<file path="config.mk">
export PLATFORM = sky130hd
export DESIGN_NAME = tilt_zone_indicator
export DESIGN_NICKNAME = d
export VERILOG_FILES = /design/src/rtl/tilt_zone_indicator.sv
export SDC_FILE = /design/constraint.sdc
export NUM_CORES = 1
export LEC_CHECK = 0
export CAP_MARGIN = 0
export CORE_MARGIN = 8
export CORE_UTILIZATION = 44
export DETAILED_ROUTE_END_ITERATION = 8
export GPL_TIMING_DRIVEN = 0
export PLACE_DENSITY = 0.83
export SYNTH_ARGS = -nofsm -noshare
export SYNTH_HDL_FRONTEND = slang
export SYNTH_SLANG_ARGS = --single-unit
</file>
<file path="constraint.sdc">
create_clock -name clk -period 2.2 [get_ports clk]
set_input_delay 0.66 -clock clk [delete_from_list [all_inputs] [get_ports clk]]
set_output_delay 0.66 -clock clk [all_outputs]
set_load 0.02 [all_outputs]
</file>
<file path="src/rtl/tilt_zone_indicator.sv">
// tilt_zone_indicator: classifies each of N_CH unsigned angle channels into
// LOW / MID / HIGH, using hysteresis and a persistence filter, and drives
// four LEDs per channel (bit0 LOW, bits1-2 MID, bit3 HIGH).
// Optional feature macro: TILT_BLINK_EN. When it is defined, the LOW and HIGH
// LEDs blink with a half-period of BLINK_DIV cycles. The MID LEDs and the zone
// output stay steady.
module tilt_zone_indicator #(
  parameter int unsigned N_CH      = 2,
  parameter int unsigned W         = 8,
  parameter int unsigned LOW_TH    = 90,
  parameter int unsigned HIGH_TH   = 180,
  parameter int unsigned HYST      = 4,
  parameter int unsigned PERSIST   = 3,
  parameter int unsigned BLINK_DIV = 25000000
) (
  input  logic                clk,
  input  logic                rst,
  input  logic [N_CH*W-1:0]   angle,
  input  logic                angle_valid,
  output logic [4*N_CH-1:0]   leds,
  output logic [2*N_CH-1:0]   zone
);

  localparam int unsigned WX = W + 1;
  localparam int unsigned CW = (PERSIST > 0) ? $clog2(PERSIST + 1) : 1;

  // The band edges must not overlap, the persistence must be non-zero and the
  // blink divider must be non-zero.
  localparam bit PARAMS_OK =
    (int'(LOW_TH) + int'(HYST) < int'(HIGH_TH) - int'(HYST)) &&
    (HYST <= LOW_TH) && (PERSIST >= 1) && (BLINK_DIV >= 1);

  // Stop elaboration when the parameter set is illegal.
  if (!PARAMS_OK) begin : g_param_check
    $fatal(1, "tilt_zone_indicator: illegal parameter set");
  end

  // Thresholds are widened by one bit, so LOW_TH+HYST cannot wrap.
  localparam logic [WX-1:0] LO_TH = WX'(LOW_TH);
  localparam logic [WX-1:0] LO_HY = WX'(LOW_TH + HYST);
  localparam logic [WX-1:0] HI_TH = WX'(HIGH_TH);
  localparam logic [WX-1:0] HI_HY = WX'(HIGH_TH - HYST);

  typedef enum logic [1:0] {
    ZONE_LOW  = 2'b00,
    ZONE_MID  = 2'b01,
    ZONE_HIGH = 2'b10
  } zone_t;

  // The target zone of a sample, given the committed zone (hysteresis applies
  // only when leaving LOW or HIGH).
  function automatic zone_t target_f(input zone_t z, input logic [WX-1:0] a);
    zone_t t;
    case (z)
      ZONE_LOW: begin
        if (a >= HI_TH)      t = ZONE_HIGH;
        else if (a > LO_HY)  t = ZONE_MID;
        else                 t = ZONE_LOW;
      end
      ZONE_HIGH: begin
        if (a <= LO_TH)      t = ZONE_LOW;
        else if (a < HI_HY)  t = ZONE_MID;
        else                 t = ZONE_HIGH;
      end
      default: begin
        if (a <= LO_TH)      t = ZONE_LOW;
        else if (a >= HI_TH) t = ZONE_HIGH;
        else                 t = ZONE_MID;
      end
    endcase
    return t;
  endfunction

  // The steady LED pattern of a committed zone.
  function automatic logic [3:0] decode_f(input zone_t z);
    logic [3:0] l;
    case (z)
      ZONE_LOW:  l = 4'b0001;
      ZONE_HIGH: l = 4'b1000;
      default:   l = 4'b0110;
    endcase
    return l;
  endfunction

  zone_t          zone_q   [N_CH];
  zone_t          cand_q   [N_CH];
  logic [CW-1:0]  cnt_q    [N_CH];
  zone_t          zone_nxt [N_CH];
  zone_t          cand_nxt [N_CH];
  logic [CW-1:0]  cnt_nxt  [N_CH];
  zone_t          tgt_c    [N_CH];
  logic [CW-1:0]  run_c    [N_CH];
  logic [3:0]     blink_mask;

`ifdef TILT_BLINK_EN
  localparam int unsigned BW = (BLINK_DIV > 1) ? $clog2(BLINK_DIV) : 1;

  logic [BW-1:0] blink_cnt_q;
  logic          phase_q;
  logic          phase_nxt;

  // The blink phase toggles each time the divider wraps.
  always_comb begin
    phase_nxt = phase_q;
    if (blink_cnt_q == BW'(BLINK_DIV - 1)) phase_nxt = ~phase_q;
  end

  // A free-running blink divider.
  always_ff @(posedge clk) begin
    if (rst) begin
      blink_cnt_q <= '0;
      phase_q     <= 1'b0;
    end else begin
      blink_cnt_q <= (blink_cnt_q == BW'(BLINK_DIV - 1)) ? '0 : blink_cnt_q + BW'(1);
      phase_q     <= phase_nxt;
    end
  end

  assign blink_mask = {phase_nxt, 2'b11, phase_nxt};
`else
  assign blink_mask = 4'b1111;
`endif

  // Per channel: the target zone and the length the run would reach.
  always_comb begin
    for (int i = 0; i < int'(N_CH); i++) begin
      tgt_c[i] = target_f(zone_q[i], {1'b0, angle[i*W +: W]});
      run_c[i] = (tgt_c[i] == cand_q[i]) ? cnt_q[i] + CW'(1) : CW'(1);
    end
  end

  // The persistence filter. It advances only on valid samples.
  always_comb begin
    for (int i = 0; i < int'(N_CH); i++) begin
      zone_nxt[i] = zone_q[i];
      cand_nxt[i] = cand_q[i];
      cnt_nxt[i]  = cnt_q[i];
      if (angle_valid) begin
        if (tgt_c[i] == zone_q[i]) begin
          cnt_nxt[i] = '0;
        end else begin
          cand_nxt[i] = tgt_c[i];
          if (run_c[i] >= CW'(PERSIST)) begin
            zone_nxt[i] = tgt_c[i];
            cnt_nxt[i]  = '0;
          end else begin
            cnt_nxt[i] = run_c[i];
          end
        end
      end
    end
  end

  // The state and the registered LED outputs.
  always_ff @(posedge clk) begin
    if (rst) begin
      for (int i = 0; i < int'(N_CH); i++) begin
        zone_q[i]       <= ZONE_MID;
        cand_q[i]       <= ZONE_MID;
        cnt_q[i]        <= '0;
        leds[4*i +: 4]  <= 4'b0110;
      end
    end else begin
      for (int i = 0; i < int'(N_CH); i++) begin
        zone_q[i]       <= zone_nxt[i];
        cand_q[i]       <= cand_nxt[i];
        cnt_q[i]        <= cnt_nxt[i];
        leds[4*i +: 4]  <= decode_f(zone_nxt[i]) & blink_mask;
      end
    end
  end

  // The zone output is the committed-zone register.
  for (genvar g = 0; g < int'(N_CH); g++) begin : g_zone
    assign zone[2*g +: 2] = zone_q[g];
  end

endmodule

</file>
==> impl_summary.log, run 1 <==
[metrics] hold-fix buffers at CTS: 0
[metrics] Remaining Overflow, GRT: 0
[metrics] Nets: 222
[metrics] final worst path period share: between 90% and 100%
[metrics] top cell type by total area after synthesis: sky130_fd_sc_hd__dfxtp_1
[metrics] post-detailed-route count of antenna-violating nets: 0
[metrics] average wire per cell in the routed design: about 18 µm
[metrics] clock period minus worst slack: 2170 ps
[metrics] clock tree from TritonCTS: built
[metrics] storage element area: ~340 µm²
[metrics] Die Height: between 70 and 80 µm
[metrics] data arrival at the endpoint of the critical path: between 2000 and 2500 ps
[metrics] area of the mapped netlist: 1290 µm²
[metrics] launching point of the worst reg2reg path: zone_q[0][3]$_SDFF_PP0_
[metrics] pin count of the biggest net entering global routing: 11
[metrics] MaxCap Viol Count: 0
[metrics] maximum level of the CTS H-tree: 1
[metrics] # diodes: 0
[metrics] final cell area excluding filler cells: 1850 µm²
[metrics] total power: 0.709 mW
[metrics] launching element type of the critical path: primary input
[metrics] post-synthesis cell count: 158
[metrics] dominant combinational cell family by area after synthesis: simple AND/OR/NAND/NOR gates
[metrics] Detailed Place HPWL: between 2000 and 3000 µm
[metrics] mux contribution to synthesized area: between 9 and 10%
[metrics] deepest clock path buffer count: 2
[metrics] vias in the first global route: 1529
[metrics] WS Path Type: primary input to flip-flop
[metrics] Hold Crit Depth: 2
[metrics] Compound-Gate Fraction of Synth Area: roughly 28%
[metrics] Req. time, crit path: between 2000 and 2500 ps
[metrics] length in cells of the worst reg-to-reg path: 6
[metrics] leading post-synthesis cells by cell area: sky130_fd_sc_hd__dfxtp_1 26%, sky130_fd_sc_hd__nor2_1 5.0%, sky130_fd_sc_hd__mux2i_1 4.7%
[metrics] Total Wirelength: roughly 4100 µm
[metrics] fraction of post-synthesis cell area in the top cell type by area: roughly a quarter
[metrics] weighted congestion at the end of routability-driven global placement: ~0.85
[metrics] final core utilization: about two thirds
[metrics] largest fanout on the critical path: 5
[metrics] initial DRC count: approximately 140
[metrics] count of endpoints failing setup in the final report: 0
[metrics] share of synthesized cell area in and, or, nand and nor gates: 28.2%
[metrics] area of the die: between 4000 and 5000 µm²
[metrics] number of antenna violations at the first check in global routing: 0
[metrics] pwr/cell area: approximately 380 nW/µm²
[metrics] Final Skew: ~4.1 ps
[metrics] CTS Buf Count: 3
[metrics] slew at the pin closest to its max-slew limit: about 520 ps
[metrics] DR DRC count: 0
[metrics] leading register cell type out of synthesis: sky130_fd_sc_hd__dfxtp_1
[metrics] final hold violation count: 0
[metrics] number of nets produced by synthesis: 177
[metrics] Skew-Pair Late Insertion Delay: 290 ps
[metrics] Worst IR Drop VDD: 0.397 mV
[metrics] global-route wire length before repair: ~6900 µm
[metrics] Area after DPL: between 1500 and 2000 µm²
[metrics] Worst slew margin: 65.0%
[metrics] count of cell types in the netlist: 52
[metrics] number of max-slew violations in the final report: 0
[metrics] Syn-to-layout area delta: 43.7%
[metrics] initial core utilization: 46.3%
[metrics] DR vias/cell: between 6 and 7
[metrics] average cell area after synthesis: between 8 and 9 µm²
[metrics] top-level port count: 31
[metrics] warning count from the yosys run: 0
[metrics] total global-route track usage: approximately 16%
[metrics] Hold/Removal Path Class: flip-flop to flip-flop
[metrics] Adder-Cell Fraction of Synth Area: 0%
[metrics] die boundary width: roughly 70 µm
[metrics] Reg2Reg Capture Point: leds[7]$_SDFF_PP0_
[metrics] outcome: complete, no violations
[metrics] Port Buffers: 30
[metrics] fraction of synthesis flops using an asynchronous set or reset pin: 0%
[metrics] # rows: 19
[metrics] CP Capture Type: flip-flop
[metrics] clk root buf: sky130_fd_sc_hd__clkbuf_4
[metrics] TritonRoute pass-1 iters: 4
[metrics] clock transition at the registers of the reported paths: around 100 ps
[metrics] crit path launch: angle[5]
[metrics] top achievable clock speed: ~460 MHz
[metrics] synthesized-area fraction occupied by xor and xnor cells: 2.04%
[metrics] most used cells in the layout excluding fill and tap cells: 17 x sky130_fd_sc_hd__nor2_1, 17 x sky130_fd_sc_hd__dfxtp_1, 13 x sky130_fd_sc_hd__buf_4, 13 x sky130_fd_sc_hd__clkdlybuf4s50_1, 8 x sky130_fd_sc_hd__clkbuf_2
[metrics] share of cells above drive strength 1: 31.2%
[metrics] leakage power total: approximately 0.76 nW
[metrics] Sink Count: 17
[metrics] Yosys reg bits: 17
[metrics] area of the core: roughly 2800 µm²
[metrics] multi-input logic area: 1040 µm²
[metrics] Fillers: roughly 230
[metrics] sequential share of the synthesized area: a little over a quarter
[metrics] startpoint of the tightest hold check path: cnt_q[0][3]$_SDFFE_PP0P_
[metrics] CP Capture Point: zone_q[0][1]$_SDFF_PP0_
[metrics] minimum setup slack among reg-to-reg paths: 110 ps
[metrics] number of enable flip-flop cells after synthesis: 0
[metrics] vias after detailed routing: about 1500
==> synthesized netlist by cell type (2+ instances only) <==
cell                        number
sky130_fd_sc_hd__dfxtp_1        17
sky130_fd_sc_hd__nor2_1         17
sky130_fd_sc_hd__a21oi_1        10
sky130_fd_sc_hd__inv_1           8
sky130_fd_sc_hd__o21ai_0         7
sky130_fd_sc_hd__mux2i_1         6
sky130_fd_sc_hd__nand2_1         6
sky130_fd_sc_hd__nand2b_1        6
sky130_fd_sc_hd__nor3_1          6
sky130_fd_sc_hd__mux2_1          4
sky130_fd_sc_hd__nand3b_1        4
sky130_fd_sc_hd__nor2b_1         4
sky130_fd_sc_hd__buf_4           3
sky130_fd_sc_hd__nor3b_1         3
sky130_fd_sc_hd__nor4_1          3
sky130_fd_sc_hd__o31ai_1         3
sky130_fd_sc_hd__xnor2_1         3
sky130_fd_sc_hd__a211o_1         2
sky130_fd_sc_hd__a211oi_2        2
sky130_fd_sc_hd__a21o_1          2
sky130_fd_sc_hd__a22oi_1         2
sky130_fd_sc_hd__a2bb2oi_1       2
sky130_fd_sc_hd__a31oi_1         2
sky130_fd_sc_hd__and3_1          2
sky130_fd_sc_hd__clkbuf_1        2
sky130_fd_sc_hd__mux2_2          2
sky130_fd_sc_hd__nand3_1         2
sky130_fd_sc_hd__o211a_1         2
sky130_fd_sc_hd__o211ai_1        2
sky130_fd_sc_hd__o21bai_1        2
==> kinds of logic (layout without fill, tap and decap cells) <==
| family | Yosys count | after routing |
|---|---|---|
| AOI/OAI and AO/OA | 48 | 48 |
| xor gates and xnor gates | 3 | 3 |
| buffers and inverters | 15 | 59 |
| DFF | 17 | 17 |
| muxes | 12 | 12 |
| and+or+nand+nor | 63 | 63 |
==> area by class of cell <==
class	instances	share of cell area, %
Timing Repair Buffer	40	17.8
Multi-Input combinational cell	126	56.2
Clock buffer	4	1.42
Tap cell	31	2.09
Inverter	9	1.82
Buffer	6	2.23
Sequential cell	17	18.4
==> per-stage QoR <==
step           setup slack [ps]  hold slack (ps)  setup TNS [ps]  cells
2_1_floorplan              36.6              495               0    158
3_3_place_gp               -752              514           -8410    219
3_5_place_dp               -823              546           -9850    219
4_1_cts                    1.19              578               0    231
5_1_grt                   -13.7              605           -23.1    233
6_report                   29.0              582               0    233
==> state kept, by name (all words and copies together), names as in the netlist <==
signal and count:
cand_q 4, cnt_q 4, zone_q 4, leds 5
==> what timing repair did <==
item                       in CTS  in global routing
pin swaps                      14                  8
gates resized for setup        47                 28
setup endpoints to repair      17                 13
buffers inserted                8                  2
==> metal layers <==
metal	vias up	global-route usage, %	share of wire (%)
met5	-	0	0
met1	715	16.3	37
met4	0	5.13	2.3
met2	63	31.3	53
met3	11	3.95	7.1
li1	677	-	-
==> how the worst min path moves through the flow <==
| stage | to | slack, ps |
|---|---|---|
| after floorplan | cnt_q[0][0]$_SDFFE_PP0P_ | 500 |
| after CTS | cnt_q[0][3]$_SDFFE_PP0P_ | 580 |
| after global placement | cnt_q[0][0]$_SDFFE_PP0P_ | 510 |
| final | cnt_q[0][3]$_SDFFE_PP0P_ | 580 |
| after global routing | cnt_q[0][3]$_SDFFE_PP0P_ | 610 |
| after detailed placement | cnt_q[0][3]$_SDFFE_PP0P_ | 550 |
==> critical path, stage by stage <==
cell                              delay [ps]
sky130_fd_sc_hd__clkdlybuf4s15_2         230
sky130_fd_sc_hd__or3_4                   410
sky130_fd_sc_hd__nor3_4                  170
sky130_fd_sc_hd__buf_4                   160
sky130_fd_sc_hd__a2111oi_4                40
sky130_fd_sc_hd__nor3_2                  250
sky130_fd_sc_hd__o21ai_2                 120
sky130_fd_sc_hd__mux2_4                  310
==> power breakdown <==
part | internal (mW) | total, mW | switching, mW
Clock | 0.0705 | 0.170 | 0.0992
Sequential | 0.317 | 0.329 | 0.0117
Combinational | 0.0965 | 0.211 | 0.114
Total | 0.484 | 0.709 | 0.225
No activity file was read; power rests on OpenSTA's default activity.
==> run 2: changes to the inputs <==
Settings changed: GPL_TIMING_DRIVEN 0 to unset.
==> impl_summary.log, run 2 (synthesized netlist as in run 1, its figures left out) <==
[metrics] outcome: complete, no violations (unchanged)
[metrics] startpoint of the tightest hold check path: cnt_q[0][0]$_SDFFE_PP0P_ (was cnt_q[0][3]$_SDFFE_PP0P_)
[metrics] total global-route track usage: 17.0% (was 16.2%)
[metrics] MaxCap Viol Count: 0 (unchanged)
[metrics] Sw Share: 31.2% (was 31.8%)
[metrics] Detailed Place HPWL: 2920 µm (was 2710 µm)
[metrics] Sequential Power Share: 44.9% (was 46.3%)
[metrics] Remaining Overflow, GRT: 0 (unchanged)
[metrics] Final Skew: 2.09 ps (was 4.06 ps)
[metrics] weighted congestion at the end of routability-driven global placement: 0.926 (was 0.851)
[metrics] Fillers: 204 (was 229)
[metrics] Fin Setup TNS: 0 ps (unchanged)
[metrics] Area after DPL: 1770 µm² (was 1630 µm²)
[metrics] Setup WS post-layout: 56.8 ps (was 29.0 ps)
[metrics] top achievable clock speed: 467 MHz (was 461 MHz)
[metrics] clock tree from TritonCTS: built (unchanged)
[metrics] area of the core: 2780 µm² (unchanged)
[metrics] data arrival at the endpoint of the critical path: 2330 ps (was 2360 ps)
[metrics] final core utilization: 71.5% (was 66.6%)
[metrics] number of antenna violations at the first check in global routing: 0 (unchanged)
[metrics] Syn-to-layout area delta: 54.4% (was 43.7%)
[metrics] P_sw: 0.227 mW (was 0.225 mW)
[metrics] post-detailed-route count of antenna-violating nets: 0 (unchanged)
[metrics] number of instances in the placed design: 237 (was 219)
[metrics] Hold/Removal Path Class: flip-flop to flip-flop (unchanged)
[metrics] pwr/cell area: 367 nW/µm² (was 383 nW/µm²)
[metrics] hold-fix buffers at CTS: 0 (unchanged)
[metrics] pin count of the biggest net entering global routing: 22 (was 11)
[metrics] Total Wirelength: 4120 µm (was 4140 µm)
[metrics] vias after detailed routing: 1481 (was 1466)
[metrics] number of max-slew violations in the final report: 0 (unchanged)
[metrics] clock network fraction of design power: 22.7% (was 23.9%)
[metrics] most used cells in the layout excluding fill and tap cells: 30 x sky130_fd_sc_hd__buf_4, 17 x sky130_fd_sc_hd__nor2_1, 16 x sky130_fd_sc_hd__dfxtp_1 (was 17 x sky130_fd_sc_hd__nor2_1, 17 x sky130_fd_sc_hd__dfxtp_1, 13 x sky130_fd_sc_hd__buf_4, 13 x sky130_fd_sc_hd__clkdlybuf4s50_1, 8 x sky130_fd_sc_hd__clkbuf_2)
[metrics] leakage power total: 0.833 nW (was 0.757 nW)
[metrics] average wire per cell in the routed design: 16.7 µm (was 17.8 µm)
[metrics] vias in the first global route: 1605 (was 1529)
[metrics] largest reg by FF count: leds (unchanged)
[metrics] largest fanout on the critical path: 2 (was 5)
[metrics] Internal Power: 0.502 mW (was 0.484 mW)
[metrics] Reg2Reg Capture Point: zone_q[0][3]$_SDFF_PP0_ (was leds[7]$_SDFF_PP0_)
[metrics] number of flip-flops in the largest register: 5 (unchanged)
[metrics] launching point of the worst reg2reg path: zone_q[0][2]$_SDFF_PP1_ (was zone_q[0][3]$_SDFF_PP0_)
[metrics] TritonRoute pass-1 iters: 4 (unchanged)
[metrics] length in cells of the worst reg-to-reg path: 6 (unchanged)
[metrics] clk root buf: sky130_fd_sc_hd__clkbuf_4 (unchanged)
[metrics] CTS Buf Count: 3 (unchanged)
[metrics] deepest clock path buffer count: 2 (unchanged)
[metrics] slew at the pin closest to its max-slew limit: 475 ps (was 521 ps)
[metrics] worst setup timing slack at the placement stage: -553 ps (was -823 ps)
[metrics] # diodes: 0 (unchanged)
[metrics] launching element type of the critical path: primary input (unchanged)
[metrics] final worst path period share: 97.4% (was 98.7%)
[metrics] Port Buffers: 30 (unchanged)
[metrics] Hold Crit Depth: 2 (unchanged)
[metrics] Sink Count: 17 (unchanged)
[metrics] area of the die: 4920 µm² (unchanged)
[metrics] Skew-Pair Late Insertion Delay: 290 ps (about the same)
[metrics] clock period minus worst slack: 2140 ps (was 2170 ps)
[metrics] Worst IR Drop VDD: 0.496 mV (was 0.397 mV)
[metrics] WS Path Type: primary input to flip-flop (unchanged)
[metrics] Worst slew margin: 68.0% (was 65.0%)
[metrics] global-route wire length before repair: 7230 µm (was 6870 µm)
[metrics] combinational group share of total power: 32.3% (was 29.7%)
[metrics] clock transition at the registers of the reported paths: 100 ps (about the same)
[metrics] Nets: 236 (was 222)
[metrics] RSZ-0062 raised after global routing: yes
[metrics] top-level port count: 31 (unchanged)
[metrics] maximum level of the CTS H-tree: 1 (unchanged)
[metrics] final cell area excluding filler cells: 1990 µm² (was 1850 µm²)
[metrics] # rows: 19 (unchanged)
[metrics] count of endpoints failing setup in the final report: 0 (unchanged)
[metrics] DR vias/cell: 6.00 (was 6.29)
[metrics] final hold slack: 565 ps (was 582 ps)
[metrics] minimum setup slack among reg-to-reg paths: 160 ps (was 110 ps)
[metrics] initial core utilization: 46.3% (unchanged)
[metrics] Die Height: 70.1 µm (unchanged)
[metrics] total power: 0.729 mW (was 0.709 mW)
[metrics] Layout Cells excl Fill: 247 (was 233)
[metrics] CP Capture Type: flip-flop (unchanged)
[metrics] multi-input logic area: 1060 µm² (was 1040 µm²)
[metrics] worst-case hold path end point: cnt_q[0][0]$_SDFFE_PP0P_ (was cnt_q[0][3]$_SDFFE_PP0P_)
[metrics] share of cells above drive strength 1: 37.0% (was 31.2%)
[metrics] Req. time, crit path: 2380 ps (about the same)
[metrics] final hold violation count: 0 (unchanged)
[metrics] die boundary width: 70.1 µm (unchanged)
[metrics] storage element area: 342 µm² (was 340 µm²)
[metrics] DR DRC count: 0 (unchanged)
[metrics] most common cell after layout, fill and taps aside: sky130_fd_sc_hd__buf_4
[metrics] initial DRC count: 79 (was 144)
run 2: changes by cell type in the layout (fill, tap and decap cells not counted), moves of 2 or more:
cell and delta:
sky130_fd_sc_hd__clkbuf_1 -3, sky130_fd_sc_hd__dlygate4sd2_1 +3, sky130_fd_sc_hd__o21ai_2 +2, sky130_fd_sc_hd__o21ai_1 -3
sky130_fd_sc_hd__clkbuf_2 -2, sky130_fd_sc_hd__buf_4 +17
run 2: worst max-delay path by stage:
stage / slack, ps / from / end / cells after the start
floorplan: 40 / angle[3] / leds[3]$_SDFF_PP0_ / 6
global placement: -470 / angle[6] / leds[3]$_SDFF_PP0_ / 7
detailed placement: -550 / angle[6] / leds[3]$_SDFF_PP0_ / 7
CTS: 4 / angle[6] / leds[3]$_SDFF_PP0_ / 7
global route: -20 / angle[2] / leds[3]$_SDFF_PP0_ / 7
finish: 60 / angle[2] / leds[3]$_SDFF_PP0_ / 7
run 2: power groups by stage:
stage	clock, mW	sequential [mW]	combinational, mW
2_1_floorplan	0	0.332	0.100
3_3_place_gp	0	0.333	0.192
3_5_place_dp	0	0.334	0.200
4_1_cts	0.168	0.327	0.224
5_1_grt	0.185	0.330	0.252
6_report	0.166	0.328	0.236
run 2: cell type report:
| cell class | count | share of cell area (%) |
|---|---|---|
| Clock buffer | 3 | 1.13 |
| Inverter | 9 | 1.70 |
| Multi-Input combinational cell | 126 | 53.3 |
| Sequential cell | 17 | 17.2 |
| Timing Repair Buffer | 60 | 24.5 |
| Clock inverter | 1 | 0.252 |
| Tap cell | 31 | 1.95 |
run 2: critical path, stage by stage:
cell	delay (ps)
sky130_fd_sc_hd__dlygate4sd2_1	240
sky130_fd_sc_hd__o211a_1	250
sky130_fd_sc_hd__a2bb2oi_4	160
sky130_fd_sc_hd__a2111oi_4	410
sky130_fd_sc_hd__nor3_2	90
sky130_fd_sc_hd__o21ai_2	170
sky130_fd_sc_hd__mux2_1	340
run 2: repair_timing:
| item | CTS | global route |
|---|---|---|
| gates resized for setup | 48 | 20 |
| setup buffers | 5 | 1 |
| pin swaps | 18 | 11 |
| cloned | 0 | 0 |
| endpoints found under the setup margin | 15 | 12 |
run 2: routing by layer:
metal	global-route usage [%]	part of all wire [%]	vias to the layer above
met1	17.0	37	704
met5	0	0	-
met4	7.81	3.3	0
li1	-	-	708
met3	3.67	6.2	14
met2	32.4	54	55
